## config.mk

```make
export PLATFORM = sky130hd
export DESIGN_NAME = stream_demux
export DESIGN_NICKNAME = d
export VERILOG_FILES = /design/src/rtl/stream_demux.sv
export SDC_FILE = /design/constraint.sdc
export NUM_CORES = 1
export LEC_CHECK = 0
export CAP_MARGIN = 20
export CORE_UTILIZATION = 47
export CTS_BUF_LIST = sky130_fd_sc_hd__clkbuf_8
export CTS_CLUSTER_DIAMETER = 120
export DETAILED_ROUTE_END_ITERATION = 7
export GPL_ROUTABILITY_DRIVEN = 0
export PLACE_DENSITY = 0.81
export REMOVE_ABC_BUFFERS = 1
export SYNTH_ARGS = -nofsm -noshare
export SYNTH_HDL_FRONTEND = slang
export SYNTH_SLANG_ARGS = --single-unit
export TNS_END_PERCENT = 10
```

## constraint.sdc

```tcl
create_clock -name clk -period 3.7 [get_ports clk]
set_clock_uncertainty 0.05 [all_clocks]
set_input_delay 0.74 -clock clk [delete_from_list [all_inputs] [get_ports clk]]
set_output_delay 0.74 -clock clk [all_outputs]
set_load 0.03 [all_outputs]
```

## src/rtl/stream_demux.sv

```systemverilog
// -----------------------------------------------------------------------------
// stream_demux
//
// Registered 1-to-N stream demultiplexer with valid/ready flow control.
// Each accepted input word goes to one channel (unicast, chosen by in_sel) or to
// every channel at once (broadcast). Every channel owns a one-entry output
// register, so routing adds one cycle of latency and keeps full throughput.
//
// Ports
//   clk        : clock, all state changes on the rising edge
//   rst        : asynchronous active-high reset
//   in_data    : input word
//   in_valid   : in_data / in_sel / in_bcast are valid
//   in_ready   : block accepts the input this cycle (combinational)
//   in_sel     : unicast destination channel index
//   in_bcast   : 1 = deliver to every channel, in_sel ignored
//   out_data   : channel i data at [i*WIDTH +: WIDTH]
//   out_valid  : per-channel valid
//   out_ready  : per-channel consumer ready
//   drop       : one-cycle pulse per word discarded for an out-of-range in_sel
//   drop_count : saturating (255) count of dropped words
//
// Handshake: a transfer happens on a rising edge where valid && ready are both
// high. A producer holding valid must keep its payload stable until the
// transfer; in_ready never looks at in_valid, and each channel holds
// out_data/out_valid stable while out_valid && !out_ready.
// -----------------------------------------------------------------------------
module stream_demux #(
  parameter int WIDTH     = 8,
  parameter int CHANNELS  = 8,
  parameter int SEL_WIDTH = $clog2(CHANNELS)
) (
  input  logic                      clk,
  input  logic                      rst,
  input  logic [WIDTH-1:0]          in_data,
  input  logic                      in_valid,
  output logic                      in_ready,
  input  logic [SEL_WIDTH-1:0]      in_sel,
  input  logic                      in_bcast,
  output logic [CHANNELS*WIDTH-1:0] out_data,
  output logic [CHANNELS-1:0]       out_valid,
  input  logic [CHANNELS-1:0]       out_ready,
  output logic                      drop,
  output logic [7:0]                drop_count
);

  // Channel storage; packed so element i lands on bits [i*WIDTH +: WIDTH].
  logic [CHANNELS-1:0][WIDTH-1:0] data_q, data_d;
  logic [CHANNELS-1:0]            valid_q, valid_d;
  logic                           drop_q, drop_d;
  logic [7:0]                     drop_count_q, drop_count_d;

  logic [CHANNELS-1:0] can_accept;
  logic [CHANNELS-1:0] sel_hit;
  logic [CHANNELS-1:0] load;
  logic                in_range;
  logic                accept;

  // Routing and flow control. sel_hit is a one-hot decode of in_sel; it is
  // all-zero when in_sel points past the last channel, which doubles as the
  // out-of-range detector and avoids indexing beyond the channel array.
  always_comb begin
    can_accept = '0;
    sel_hit    = '0;
    for (int i = 0; i < CHANNELS; i++) begin
      can_accept[i] = !valid_q[i] || out_ready[i];
      sel_hit[i]    = (in_sel == SEL_WIDTH'(i));
    end
    in_range = |sel_hit;

    if (in_bcast) begin
      in_ready = &can_accept;
    end else if (in_range) begin
      in_ready = |(sel_hit & can_accept);
    end else begin
      // Out-of-range words are swallowed so the producer never deadlocks.
      in_ready = 1'b1;
    end

    accept = in_valid && in_ready;
  end

  // Next-state for channel registers and drop statistics.
  always_comb begin
    load    = '0;
    valid_d = valid_q;
    data_d  = data_q;
    for (int i = 0; i < CHANNELS; i++) begin
      load[i] = accept && (in_bcast || sel_hit[i]);
      // A load wins over a consume in the same cycle: new word replaces old.
      valid_d[i] = load[i] || (valid_q[i] && !out_ready[i]);
      if (load[i]) begin
        data_d[i] = in_data;
      end
    end

    drop_d       = accept && !in_bcast && !in_range;
    drop_count_d = drop_count_q;
    if (drop_d && (drop_count_q != 8'hFF)) begin
      drop_count_d = drop_count_q + 8'd1;
    end
  end

  always_ff @(posedge clk or posedge rst) begin
    if (rst) begin
      data_q       <= '0;
      valid_q      <= '0;
      drop_q       <= 1'b0;
      drop_count_q <= 8'd0;
    end else begin
      data_q       <= data_d;
      valid_q      <= valid_d;
      drop_q       <= drop_d;
      drop_count_q <= drop_count_d;
    end
  end

  assign out_data   = data_q;
  assign out_valid  = valid_q;
  assign drop       = drop_q;
  assign drop_count = drop_count_q;

endmodule

```

Word-level counts from Yosys, hierarchy flattened:

Index checks and enable logic that the tools add are counted.

* output and inout bits: 82
* logic and storage cells: 89
* flip-flop bits (word level): 81

* $add $sub $neg: 1
* eq/ne operators: 8
* bitwise operators: 1
* mux-type cells: 2
* reductions and logical operators: 66

Operators with widths (count)
* logical OR 1 bit: 24
* logical AND 1 bit: 20
* zero test 1 bit: 18
* OR reduction 8 bit: 2
* equality test 3 bit, second input constant: 4
* adder 8 x 1 -> 8 bit, second input constant: 1
* AND 8 bit: 1
* inequality test 8 bit, second input constant: 1
* AND reduction 8 bit: 1
* equality test 3 x 2 -> 1 bit, second input constant: 2
* equality test 3 x 1 -> 1 bit, second input constant: 1
* zero test 3 bit: 1
* 2-to-1 mux 1 bit: 2

Logic depth before layout (Yosys ltp):

Gate-level depths: netlist of the first run.

* depth in word-level cells: 10
* gate-level depth with buffers: 8
* gate-level depth less buffers: 6

Worst setup path before layout of the first run:

OpenSTA, ideal clock, no wires.

* kind: input-to-output
* start point: in out_ready[4]
* end point: out in_ready
* data required time: 2.910 ns
* stages: 5
* data arrival time: 1.972 ns
* buffers on the path: 1
* slack: 0.938 ns
* path through: nand2b_1 > and4_1 > nand4_1 > clkbuf_1 > nand2_1

* cells in the longest elaborated chain, start to end: 5

Ends and longest elaborated chain
* start: declaration: RTL line 42 `input logic [CHANNELS-1:0] out_ready,`
* logical OR 1 bit *: RTL line 66 `can_accept[i] = !valid_q[i] || out_ready[i];`
* AND 8 bit: RTL line 74 `in_ready = |(sel_hit & can_accept);`
* OR reduction 8 bit: RTL line 74
* 2-to-1 mux 1 bit: RTL line 73 `end else if (in_range) begin`
* 2-to-1 mux 1 bit *: RTL line 71 `if (in_bcast) begin`
* end: declaration: RTL line 37 `output logic in_ready,`

Mark *: on every way between the ends. The rest lies on a longest branch, timed or not.

Worst setup path in the final report of the first run:

* start point: in in_sel[2]
* end point: out in_ready

* cells in the longest elaborated chain, start to end: 5

Ends and longest elaborated chain
* start: declaration: RTL line 38 `input logic [SEL_WIDTH-1:0] in_sel,`
* equality test 3 x 1 -> 1 bit, or another cell as far along: RTL line 67 `sel_hit[i] = (in_sel == SEL_WIDTH'(i));`
* AND 8 bit: RTL line 74
* OR reduction 8 bit: RTL line 74
* 2-to-1 mux 1 bit *: RTL line 73
* 2-to-1 mux 1 bit *: RTL line 71

Marks and branches as above.

==> flow_summary.toml, run 1 <==
[worst_setup_path]
reg2reg_slack_ns = 1.29
end_kind = "primary output"
cp-start-kind = "input pin"
crit_arrival_ns = 2.76
critical_path_required_ns = 2.91
worstRegToRegCells = 8
cp_max_fo = 9
reg2reg_from = "out_valid[1]"
crit_type = "input pin to primary output"
regToRegEndpoint = "out_data[54]"

[grt]
antenna_found_initial = 0
grt-ovfl-total = 0
grtUsageTotal_pct = 21.4
grt_max_degree = 43
grt_pass1_vias = 2127
grt_pass1_wl_um = 11600

[drt]
via_per_inst = 5.13
dr.first_iter.drc_count = 64
ant_nets = 0
dr_total_vias = 2102
routed_wl_um = 7150
wl_per_cell_um = 17.4
route.detailed.drc = 0
drt-pass1-iter-count = 4

[finish]
layout-drive-gt1-share_pct = 30.0
fin_nets = 352
areaGrowthSynthToFinish_pct = 41.5
diodes = 0
utilization_pct = 70.6
fillers = 479

[min_path]
holdPathStages = 0
min_to = "drop_count[2]"
hold_path_startpoint = "drop_count[2]"
hold_path.class = "register to register"

[status]
status = "completed"

[synth]
synth_flop_cell = "dfrtp_1"
ys_ff_latch = 81
synthTopCellsByCount = "81 x dfrtp_1, 64 x mux2_2, 9 x clkbuf_1"
yosys_warnings = 0
synthAdderAreaFrac_pct = 0
synth_top_area_cell = "dfrtp_1"
synthesis.area_um2 = 3240
ys_types = 27
synthTopCellsByArea = "dfrtp_1 63%, mux2_2 22%, a221oi_4 2.4%, a21oi_2 1.4%, a21o_1 1.2%"
synth_top_family_by_area = "multiplexers"
async_flop_share_pct = 100
synth.most_common_cell = "dfrtp_1"
synth_top_area_share_pct = 62.5
synth_compound_area_share_pct = 6.68
seq_area_frac_synth_pct = 62.5
synth_edf_count = 0
synthSimpleGateAreaFrac_pct = 4.79
syn_avg_cell_area_um2 = 14.9
synth_xor_area_share_pct = 0
synthCells = 218
muxShareOfSynthArea_pct = 22.8

[timing]
hold-worst-slack_ns = 0.330
finalHoldViolCount = 0
min_period_over_period_pct = 95.8
slew_headroom_pct = 53.2
maxSlewViolCount = 0
clock.fmax_ghz = 0.282
rsz0062_at_grt = "no"
setup_viol = 0
fin_crit_ns = 3.55
setup_tns_ns = 0
tightest_slew_ns = 0.701

[cts]
numCtsBuffers = 9
cts_tree = "yes"
cts_htree_levels = 3
clock-sinks = 81
clockBufferDepth = 2
clk_pin_slew_ns = 0.07
clock-root-buffer = "clkbuf_8"
hold_buffers = 0
clock_latency_ns = 0.34

[place]
dp_hpwl_um = 5100
numPortBuffers = 104

[pwr]
p_clk_share_pct = 18.5
p_seq_share_pct = 37.7
p_per_area_nw_per_um2 = 738
p_leak_nw = 2.01
pwr-share-comb_pct = 43.8
switching_share_pct = 36.7
max-vdd-ir-drop_uv = 465
total_power_mw = 3.39
p_int_mw = 2.14
power_switching_mw = 1.24

[die]
dieArea_um2 = 7230
die_y_um = 85.1
core-area_um2 = 6490
rows = 29
fp.dieW_um = 85.1
start_util_pct = 49.9
ioPinCount = 105

[run]
max-cap-violations = 0
-- power groups by stage --
stage / clock [mW] / combinational [mW] / sequential [mW]
after detailed placement: 0 / 1.49 / 1.29
after global placement: 0 / 1.47 / 1.28
after global routing: 0.682 / 1.55 / 1.31
after floorplan: 0 / 0.313 / 1.80
final: 0.626 / 1.48 / 1.28
after CTS: 0.640 / 1.50 / 1.28
-- worst max-delay path, stage by stage --
cell,delay [ns]
clkdlybuf4s50_1,0.62
nand3b_1,0.23
o32ai_1,0.11
a211o_1,0.23
o21ai_1,0.16
nand2_1,0.08
clkdlybuf4s50_1,0.59
-- worst max path at each step --
stage | startpoint | endpoint | cells after the start | slack, ns
4_1_cts | in_sel[1] | in_ready | 7 | 0.11
3_5_place_dp | in_sel[1] | in_ready | 7 | 0.12
6_report | in_sel[2] | in_ready | 7 | 0.15
3_3_place_gp | in_sel[1] | in_ready | 7 | 0.19
5_1_grt | in_sel[2] | in_ready | 7 | 0.06
2_1_floorplan | in_sel[1] | in_ready | 5 | 0.47
-- metal layers --
metal / global-route usage [%] / part of all wire, %
met1: 30.2 / 46
met2: 31.2 / 45
met3: 7.78 / 8.3
met4: 6.01 / 0.80
met5: 0 / 0
-- flip-flops by register name, summed over array words and instances, names as in the netlist --
register    flops
out_valid       8
drop_count      8
out_data       64
drop            1
-- layout by cell type, fill, tap and decap left out, types with 2 or more instances in the layout --
| cell | instances |
|---|---|
| clkbuf_8 | 10 |
| nand3b_1 | 2 |
| mux2i_1 | 2 |
| nand2_1 | 4 |
| o21ai_0 | 5 |
| a21oi_2 | 5 |
| clkdlybuf4s50_1 | 103 |
| clkinv_2 | 4 |
| a221oi_4 | 3 |
| nor2b_1 | 4 |
| mux2_2 | 64 |
| or2_2 | 3 |
| nor2_1 | 3 |
| nand2b_1 | 5 |
| nor3_1 | 2 |
| inv_1 | 7 |
| dfrtp_1 | 81 |
| a21o_1 | 5 |
| buf_4 | 8 |
| o32ai_1 | 2 |
-- timing repair --
action                                  CTS  global route
endpoints found under the setup margin    0             1
setup buffers                             0             0
gates resized for setup                   0             1
-- kinds of logic after synthesis --
logic type             Yosys count
other                            1
flip-flops                      81
buffers and inverters           21
AO/OA/AOI/OAI                   22
AND/OR/NAND/NOR                 27
multiplexers                    66
-- metrics by stage --
step | cells | area, µm² | setup WS (ns)
4_1_cts | 410 | 4580 | 0.114
5_1_grt | 410 | 4590 | 0.0605
3_3_place_gp | 395 | 4390 | 0.193
3_5_place_dp | 395 | 4390 | 0.123
2_1_floorplan | 205 | 3170 | 0.470
6_report | 410 | 4590 | 0.154
-- layout make-up --
type | instances | area [µm²] | area share (%)
multi-input combinational | 116 | 1120 | 24.3
clock buffer | 10 | 138 | 3.00
clock inverter | 5 | 53.8 | 1.17
inverter | 8 | 31.3 | 0.682
sequential | 81 | 2030 | 44.2
timing repair buffer | 113 | 1120 | 24.5
tap | 77 | 96.3 | 2.10
(Power assumes the default switching activity.)
==> run 2: changes to the inputs <==
Settings changed: CORE_UTILIZATION 47 to 46, CTS_BUF_LIST sky130_fd_sc_hd__clkbuf_8 to unset, PLACE_DENSITY 0.81 to 0.8.
==> flow_summary.toml, run 2 (same netlist as run 1, synthesis figures left out) <==
[cts]
clk_pin_slew_ns = 0.08
clock-root-buffer = "clkbuf_8"
clock-sinks = 81
cts_resized = 0
clockBufferDepth = 2
hold_buffers = 0
numCtsBuffers = 9
clock_latency_ns = 0.35
post_cts_buffers = 0
cts_htree_levels = 3
cts_tree = "yes"

[drt]
drt-pass1-iter-count = 4
dr_total_vias = 2128
routed_wl_um = 7470
via_per_inst = 4.93
wl_per_cell_um = 17.3
route.detailed.drc = 0
ant_nets = 0
dr.first_iter.drc_count = 77

[worst_setup_path]
cp_num_buf_inv = 2
cp-start-kind = "input pin"
path_depth = 7
crit_type = "input pin to primary output"
worstRegToRegCells = 7
cp_slowest_cell = "clkdlybuf4s50_1"
cp_max_fo = 9
crit_chain = "clkdlybuf4s50_1, nand3b_1, o32ai_1, a211o_1, o21ai_1, nand2_1, clkdlybuf4s50_1"
critPathMaxStageDelay_ns = 0.61
crit_arrival_ns = 2.76
crit_top_cell = "clkdlybuf4s50_1"
critical_path_required_ns = 2.91
end_kind = "primary output"
crit_family = "buffers and inverters"

[die]
core-area_um2 = 6790
dieArea_um2 = 7390
start_util_pct = 47.7
rows = 30
ioPinCount = 105
fp.dieW_um = 86.0
die_y_um = 86.0

[timing]
slew_headroom_pct = 44.7
fin_crit_ns = 3.55
tightest_slew_ns = 0.829
setup_ws_ns = 0.150
rsz0062_at_grt = "no"
finalHoldViolCount = 0
clock.fmax_ghz = 0.282
min_period_over_period_pct = 95.9
maxSlewViolCount = 0
setup_viol = 0
setup_tns_ns = 0

[grt]
antenna_found_initial = 0
grt-ovfl-total = 0
grt_pass1_vias = 2243
grt_max_degree = 48
grtUsageTotal_pct = 21.7
grt_pass1_wl_um = 12000

[pwr]
p_leak_nw = 2.00
total_power_mw = 3.47
p_per_area_nw_per_um2 = 748
max-vdd-ir-drop_uv = 570

[place]
dp_hpwl_um = 5240
dpl_worst_slack_ns = 0.172
numPortBuffers = 104

[status]
status = "completed"

[finish]
largest_reg_flops = 64
fin_nets = 354
layout-drive-gt1-share_pct = 30.4
diodes = 0
layout_commonest_cell = "clkdlybuf4s50_1"
areaGrowthSynthToFinish_pct = 43.0
mostFrequentLayoutCells = "104 x clkdlybuf4s50_1, 81 x dfrtp_1, 64 x mux2_2"

[run]
max-cap-violations = 0

[min_path]
holdPathStages = 0
hold_path.class = "register to register"
[run 2: cell count changes in the layout (fill, tap and decap cells not counted)]
cell             before  now
buf_12                1    0
clkinv_2              4    1
buf_4                 8   11
dlymetal6s2s_1        1    0
bufinv_16             1    2
clkbuf_1              0    1
clkinvlp_4            0    3
clkdlybuf4s50_1     103  104
clkbuf_8             10    9
[run 2: report_power, final]
| part | leakage [nW] | internal, mW | total, mW | switching [mW] |
|---|---|---|---|---|
| logic | 0.916 | 0.678 | 1.49 | 0.816 |
| registers | 0.984 | 1.14 | 1.27 | 0.131 |
| clock network | 0.0991 | 0.382 | 0.703 | 0.320 |
| total | 2.00 | 2.20 | 3.47 | 1.27 |
[run 2: metal layers]
metal	wire length [µm]	global-route usage [%]
met2	3350	32.3
met4	87	8.18
met1	3430	29.1
met3	603	8.18
met5	0	0
[run 2: area by class of cell]
type / count / area [µm²]
multi-input cells: 116 / 1120
fillers: 488 / 2160
repair buffers: 115 / 1120
clock inverters: 6 / 91.3
flip-flops and latches: 81 / 2030
clock buffers: 10 / 128
inverters: 8 / 31.3
well taps: 96 / 120
[run 2: worst paths after layout]
path                               startpoint            end  slack, ns
worst max-delay path                in_sel[2]       in_ready       0.15
worst min-delay path            drop_count[2]  drop_count[2]       0.33
worst max register to register   out_valid[5]   out_data[30]       1.26
worst min register to register  drop_count[2]  drop_count[2]       0.33
max in group asynchronous                 rst   out_data[45]       2.05
min in group asynchronous                 rst   out_data[33]       0.80
[run 2: stage by stage]
stage / utilization [%] / cells / hold slack [ns] / instance area (µm²)
2_1_floorplan: - / 205 / 0.516 / 3170
3_3_place_gp: 65.0 / 416 / 0.314 / 4420
3_5_place_dp: 65.0 / 416 / 0.314 / 4420
4_1_cts: 68.3 / 432 / 0.337 / 4640
5_1_grt: 68.3 / 432 / 0.340 / 4640
6_report: 68.3 / 432 / 0.332 / 4640
[run 2: worst reg2reg max path, cell delays in order, from the launching register on]
cell and delay [ns]:
dfrtp_1 0.38, nor2b_1 0.16, o32ai_1 0.28, a211o_1 0.14
o21ai_1 0.07, buf_4 0.22, a221oi_4 0.63, mux2_2 0.41
